### src/rtl/vending_machine_def.sv
// Shared definitions for the vending machine change path: widths, coin
// denominations and the change-dispense FSM state encoding.
package vending_machine_def;

   localparam int kTotalBits = 16;
   localparam int kNumCoins  = 3;

   // Coin denominations, indexed by select bit; index order is ascending value.
   localparam logic [kTotalBits-1:0] kCoin100  = kTotalBits'(100);
   localparam logic [kTotalBits-1:0] kCoin500  = kTotalBits'(500);
   localparam logic [kTotalBits-1:0] kCoin1000 = kTotalBits'(1000);

   typedef enum logic [1:0] {
      IDLE     = 2'd0,
      SELECT   = 2'd1,
      DISPENSE = 2'd2,
      DONE     = 2'd3
   } fsm_state_t;

   // Value of the coin behind select bit idx.
   function automatic logic [kTotalBits-1:0] coin_value(input int unsigned idx);
      case (idx)
         0:       coin_value = kCoin100;
         1:       coin_value = kCoin500;
         2:       coin_value = kCoin1000;
         default: coin_value = '0;
      endcase
   endfunction

endpackage

### src/rtl/coin_select.sv
// Combinational picker: the largest coin that still fits the remaining
// balance and whose hopper is neither empty nor jammed.
module coin_select
   import vending_machine_def::*;
(
   input  logic [kTotalBits-1:0] remaining,
   input  logic [kNumCoins-1:0]  blocked,
   output logic [kNumCoins-1:0]  sel,
   output logic [kTotalBits-1:0] value,
   output logic                  found
);

   logic [kNumCoins-1:0] eligible;

   generate
      for (genvar gi = 0; gi < kNumCoins; gi++) begin : g_elig
         assign eligible[gi] = ~blocked[gi] && (coin_value(gi) <= remaining);
      end
   endgenerate

   // Scan upward so the highest eligible index (largest value) wins.
   always_comb begin
      sel   = '0;
      value = '0;
      found = 1'b0;
      for (int i = 0; i < kNumCoins; i++) begin
         if (eligible[i]) begin
            sel    = '0;
            sel[i] = 1'b1;
            value  = coin_value(i);
            found  = 1'b1;
         end
      end
   end

endmodule

### src/rtl/change_dispense_ctrl.sv
// Change dispenser: on a return/expiry request, pays out the sampled balance
// coin by coin (largest first) through a request/acknowledge hopper
// handshake, marking hoppers that never acknowledge as jammed.
module change_dispense_ctrl
   import vending_machine_def::*;
#(
   parameter int kAckTimeout = 16
) (
   input  logic                  clk,
   input  logic                  reset,
   input  logic                  i_trigger_return,
   input  logic                  i_wait_expired,
   input  logic [kTotalBits-1:0] current_total,
   input  logic [kNumCoins-1:0]  i_coin_empty,
   input  logic                  i_coin_ack,
   output logic                  o_coin_req,
   output logic [kNumCoins-1:0]  o_coin_sel,
   output logic                  o_busy,
   output logic                  o_done,
   output logic [kTotalBits-1:0] o_dispensed,
   output logic [kTotalBits-1:0] o_residual
);

   // Counter only needs to reach kAckTimeout-1; that count is the last wait cycle.
   localparam int kCntBits = (kAckTimeout > 1) ? $clog2(kAckTimeout) : 1;
   localparam logic [kCntBits-1:0] kCntLast = kCntBits'(kAckTimeout - 1);

   fsm_state_t state_reg, state_next;

   logic [kTotalBits-1:0] remaining_reg, remaining_next;
   logic [kTotalBits-1:0] dispensed_reg, dispensed_next;
   logic [kTotalBits-1:0] residual_reg, residual_next;
   logic [kTotalBits-1:0] coin_val_reg, coin_val_next;
   logic [kNumCoins-1:0]  jam_reg, jam_next;
   logic [kNumCoins-1:0]  coin_sel_reg, coin_sel_next;
   logic [kCntBits-1:0]   ack_cnt_reg, ack_cnt_next;
   logic                  coin_req_reg, coin_req_next;
   logic                  busy_reg, busy_next;
   logic                  done_reg, done_next;

   logic [kNumCoins-1:0]  pick_sel;
   logic [kTotalBits-1:0] pick_value;
   logic                  pick_found;

   logic trigger;
   logic ack_hit;
   logic timeout_hit;

   assign trigger     = i_trigger_return | i_wait_expired;
   // Acks count only while a request is actually on the wire.
   assign ack_hit     = (state_reg == DISPENSE) && coin_req_reg && i_coin_ack;
   assign timeout_hit = (state_reg == DISPENSE) && !ack_hit && (ack_cnt_reg == kCntLast);

   coin_select u_coin_select (
      .remaining (remaining_reg),
      .blocked   (i_coin_empty | jam_reg),
      .sel       (pick_sel),
      .value     (pick_value),
      .found     (pick_found)
   );

   // State register.
   always_ff @(posedge clk or posedge reset) begin
      if (reset) begin
         state_reg <= IDLE;
      end else begin
         state_reg <= state_next;
      end
   end

   // Next-state logic.
   always_comb begin
      state_next = state_reg;
      case (state_reg)
         IDLE:     if (trigger) state_next = SELECT;
         SELECT:   state_next = pick_found ? DISPENSE : DONE;
         DISPENSE: if (ack_hit || timeout_hit) state_next = SELECT;
         DONE:     state_next = IDLE;
         default:  state_next = IDLE;
      endcase
   end

   // Output and datapath next values; every output leaves a flop.
   always_comb begin
      remaining_next = remaining_reg;
      dispensed_next = dispensed_reg;
      residual_next  = residual_reg;
      coin_val_next  = coin_val_reg;
      jam_next       = jam_reg;
      coin_sel_next  = coin_sel_reg;
      ack_cnt_next   = ack_cnt_reg;
      coin_req_next  = coin_req_reg;
      busy_next      = busy_reg;
      done_next      = 1'b0;
      case (state_reg)
         IDLE: begin
            if (trigger) begin
               remaining_next = current_total;
               dispensed_next = '0;
               residual_next  = '0;
               jam_next       = '0;
               busy_next      = 1'b1;
            end
         end
         SELECT: begin
            if (pick_found) begin
               coin_req_next = 1'b1;
               coin_sel_next = pick_sel;
               coin_val_next = pick_value;
               ack_cnt_next  = '0;
            end
         end
         DISPENSE: begin
            if (ack_hit) begin
               // coin_select only offers coins that fit, so this cannot wrap.
               remaining_next = remaining_reg - coin_val_reg;
               dispensed_next = dispensed_reg + coin_val_reg;
               coin_req_next  = 1'b0;
               coin_sel_next  = '0;
            end else if (timeout_hit) begin
               jam_next      = jam_reg | coin_sel_reg;
               coin_req_next = 1'b0;
               coin_sel_next = '0;
            end else begin
               ack_cnt_next = ack_cnt_reg + 1'b1;
            end
         end
         DONE: begin
            done_next     = 1'b1;
            residual_next = remaining_reg;
            busy_next     = 1'b0;
         end
         default: begin
            coin_req_next = 1'b0;
            coin_sel_next = '0;
         end
      endcase
   end

   // Datapath and output registers; reset drops everything mid-transaction.
   always_ff @(posedge clk or posedge reset) begin
      if (reset) begin
         remaining_reg <= '0;
         dispensed_reg <= '0;
         residual_reg  <= '0;
         coin_val_reg  <= '0;
         jam_reg       <= '0;
         coin_sel_reg  <= '0;
         ack_cnt_reg   <= '0;
         coin_req_reg  <= 1'b0;
         busy_reg      <= 1'b0;
         done_reg      <= 1'b0;
      end else begin
         remaining_reg <= remaining_next;
         dispensed_reg <= dispensed_next;
         residual_reg  <= residual_next;
         coin_val_reg  <= coin_val_next;
         jam_reg       <= jam_next;
         coin_sel_reg  <= coin_sel_next;
         ack_cnt_reg   <= ack_cnt_next;
         coin_req_reg  <= coin_req_next;
         busy_reg      <= busy_next;
         done_reg      <= done_next;
      end
   end

   assign o_coin_req  = coin_req_reg;
   assign o_coin_sel  = coin_sel_reg;
   assign o_busy      = busy_reg;
   assign o_done      = done_reg;
   assign o_dispensed = dispensed_reg;
   assign o_residual  = residual_reg;

endmodule

### config.mk
export PLATFORM = sky130hd
export DESIGN_NAME = change_dispense_ctrl
export DESIGN_NICKNAME = d
export VERILOG_FILES = /design/src/rtl/vending_machine_def.sv /design/src/rtl/coin_select.sv /design/src/rtl/change_dispense_ctrl.sv
export SDC_FILE = /design/constraint.sdc
export NUM_CORES = 1
export LEC_CHECK = 0
export BUFFER_PORTS_ARGS = -buffer_cell sky130_fd_sc_hd__buf_2
export CAP_MARGIN = 20
export CORE_MARGIN = 4
export CORE_UTILIZATION = 50
export DETAILED_ROUTE_END_ITERATION = 10
export PLACE_DENSITY = 0.74
export SLEW_MARGIN = 20
export SYNTH_ARGS = -nofsm -noshare
export SYNTH_HDL_FRONTEND = slang
export SYNTH_SLANG_ARGS = --single-unit
### constraint.sdc
create_clock -name clk -period 3.05 [get_ports clk]
set_input_delay 0 -clock clk [delete_from_list [all_inputs] [get_ports clk]]
set_output_delay 0 -clock clk [all_outputs]
set_load 0.02 [all_outputs]
==> impl_metrics.csv <==
group,metric,value,unit
drt,drt-met1-wl,4420,um
clocking,clk_pin_slew,0.07,ns
worst_setup_path,cp_data_required_time,3.28,ns
global_route,grt_max_degree,41,
clocking,ctsResizeCount,0,
timing,worst_slack,0.634,ns
synthesis,yosys_register_bits,66,
clocking,postCtsSetupBuffers,0,
synthesis,synth_area_leader_cell,"dfrtp_1",
floorplan,die-width,93.6,um
floorplan,die_area,0.00876,mm^2
cells_and_area,layout_common_cells,"nand2_1 (72), dfrtp_1 (66), buf_2 (59), o21ai_0 (39), nor2_1 (33)",
synthesis,synthFlopType,"dfrtp_1",
power,p_per_area,1120,mW/mm^2
worst_setup_path,cp.arrival,2.65,ns
cells_and_area,nNetsFinal,523,
worst_setup_path,cp_slowest_cell,"nor4b_1",
power,peakVddDrop,0.000420,V
worst_setup_path,cp_max_fo,5,
cells_and_area,multiInputGateArea,0.00189,mm^2
clocking,ctsLongestPathBuffers,2,
synthesis,syn_inst,408,
global_route,antenna_found_initial,0,
floorplan,die_h,93.6,um
timing,rsz0062_at_grt,"no",
drt,drt-initial-drc-count,199,
power,fin_total_pwr,4900,uW
cells_and_area,drive_above_1_share,17.9,%
worst_setup_path,crit_type,"reg2reg",
placed_design,pre_cts_ws,0.672,ns
clocking,cts_buffers,9,
hold_path,hold_class,"in2reg",
synthesis,synth_area_leaders,"dfrtp_1 (45%), nand2_1 (7.4%), ha_1 (5.8%), o21ai_0 (5.3%), a21oi_1 (3.8%)",
status,status,"completed",
job,drv_cap,0,
cells_and_area,layout_commonest_cell,"nand2_1",
timing,fmax,0.414,GHz
drt,finalWirelength,9570,um
synthesis,yosys_warnings,0,
drt,wl_met3,702,um
worst_setup_path,r2r_cells,8,
timing,fin_crit,2.42,ns
cells_and_area,synthToLayoutAreaGrowth,19.6,%
synthesis,synthAdderAreaFrac,6.90,%
synthesis,seq_area_frac_synth,45.1,%
drt,ant_nets,0,
floorplan,start_util,52.8,%
drt,vias_per_cell,5.71,
synthesis,syn_area,0.00366,mm^2
synthesis,synth_top_area_share,45.1,%
clocking,cts_tree,"yes",
timing,slew_headroom,45.4,%
floorplan,coreArea,0.00694,mm^2
worst_setup_path,crit_path_end_kind,"flip-flop",
timing,setup_viol,0,
timing,finalHoldViolCount,0,
placed_design,dp_cells,551,
timing,skew,0.00759,ns
synthesis,synth_compound_area_share,21.2,%
worst_setup_path,cp_cell_sequence,"inv_1 > ha_1 > nor2b_1 > o21ai_0 > a31oi_1 > nor4b_1 > nand2_1 > a31o_2",
clocking,clock_latency,0.35,ns
timing,worst_pin_slew,0.815,ns
timing,drv_slew,0,
floorplan,row_count,30,
timing,finalSetupTns,0,ns
synthesis,synth_cell_type_count,57,
synthesis,yosys.area_share.simple,20.3,%
placed_design,port_buffers,59,
floorplan,io_pins,62,
cells_and_area,regArea,0.00165,mm^2
cells_and_area,diodes,0,
synthesis,synth_edf_count,0,
synthesis,synth.mux.area_fraction,0.546,%
global_route,grt_pass1_vias,3196,
synthesis,synthXorXnorAreaFrac,2.39,%
hold_path,hold_depth,3,
placed_design,place_congestion,0.863,
synthesis,synth_top_family_by_area,"compound AO/OA/AOI/OAI gates",
global_route,grt_use_total,22.7,%
synthesis,synth.avg_cell_area,8.98,um^2
synthesis,async_reset_ff_share,100,%
power,leakage,0.00211,uW
placed_design,dp_hpwl,6800,um
global_route,grt-ovfl-total,0,
drt,top_layer_used,"met4",
global_route,grt_pass1_wl,15600,um
worst_setup_path,max_stage_delay,0.58,ns
timing,period_share,79.2,%
drt,num_vias,3320,
clocking,clkSinkCount,66,
clocking,htreeDepth,3,
cells_and_area,stdcell_count,581,
clocking,ctsRootBufferMaster,"clkbuf_8",
drt,drc,0,
worst_setup_path,crit_path_start_kind,"flip-flop",
drt,first_pass_iters,5,
cells_and_area,fillers,609,
drt,drt-wirelength-per-cell,16.5,um
drt,dr_wl_met2,4280,um
## power breakdown
| part | switching, uW | leakage [uW] | internal (uW) |
|---|---|---|---|
| Clock | 345 | 0.000107 | 460 |
| Sequential | 368 | 0.000834 | 1210 |
| Combinational | 1550 | 0.00116 | 967 |
| Total | 2270 | 0.00211 | 2640 |
## area by class of cell
cell class | count | area share [%]
clock inverters | 5 | 1.80
clock buffers | 11 | 3.00
inverters | 10 | 0.856
well taps | 96 | 2.74
flip-flops and latches | 66 | 37.7
multi-input cells | 315 | 43.1
repair buffers | 78 | 10.8
## worst max-delay path, delay by kind of cell, from the launching register on
family / cells / cell delay, ns
buffers and inverters: 1 / 0.11
and+or+nand+nor: 3 / 0.83
AOI/OAI and AO/OA: 3 / 0.63
DFF: 1 / 0.46
adders and majority gates: 1 / 0.28
## kinds of logic after synthesis
logic type / count (synthesis)
and+or+nand+nor: 159
AOI/OAI and AO/OA: 123
DFF: 66
buffers and inverters: 28
adders and majority gates: 19
xor gates and xnor gates: 10
muxes: 2
other: 1
## metrics by stage
stage / hold slack (ns) / instance area (um^2) / utilization, %
final: 0.0227 / 4380 / 63.1
after global routing: 0.0208 / 4380 / 63.1
after CTS: 0.0211 / 4380 / 63.1
after detailed placement: 0.102 / 4030 / 58.1
after global placement: 0.0923 / 4030 / 58.1
after floorplan: 0.105 / 3670 / -
## timing repair
item                       in CTS  in global routing
hold buffers                   14                  0
hold endpoints to repair       39                  0
setup endpoints to repair       0                  0
## Yosys cell counts (all sizes together), types with 2 or more instances
master,count
o31ai,4
nand4,2
nor4b,2
a21o,3
o21ai,42
and3,2
o22ai,4
nor3,8
o31a,2
mux2i,2
a211oi,3
clkbuf,8
or4,2
xor2,6
o211ai,5
nor4,2
o22a,2
nor2,33
a31oi,5
or3,6
a21oi,28
xnor2,4
o21a,7
fa,2
a22o,6
buf,9
ha,17
dfrtp,66
nand3,10
nor2b,7
inv,10
and4,2
a21boi,2
nand2b,6
nand2,73
## final timing paths
path	endpoint	slack [ns]	from
worst max-delay path	remaining_reg[15]	0.63	coin_val_reg[3]
worst min-delay path	remaining_reg[10]	0.02	current_total[10]
worst max register to register	remaining_reg[15]	0.63	coin_val_reg[3]
worst min register to register	o_busy	0.49	o_busy
max in group asynchronous	remaining_reg[4]	1.87	reset
min in group asynchronous	o_dispensed[11]	0.25	reset
## per-layer routing
| layer | global-route usage (%) | vias up |
|---|---|---|
| met5 | 0 | - |
| met4 | 6.50 | 0 |
| met3 | 6.11 | 16 |
| met2 | 34.1 | 141 |
| met1 | 32.1 | 1566 |
| li1 | - | 1597 |
Power figures use the tool's default switching activity.
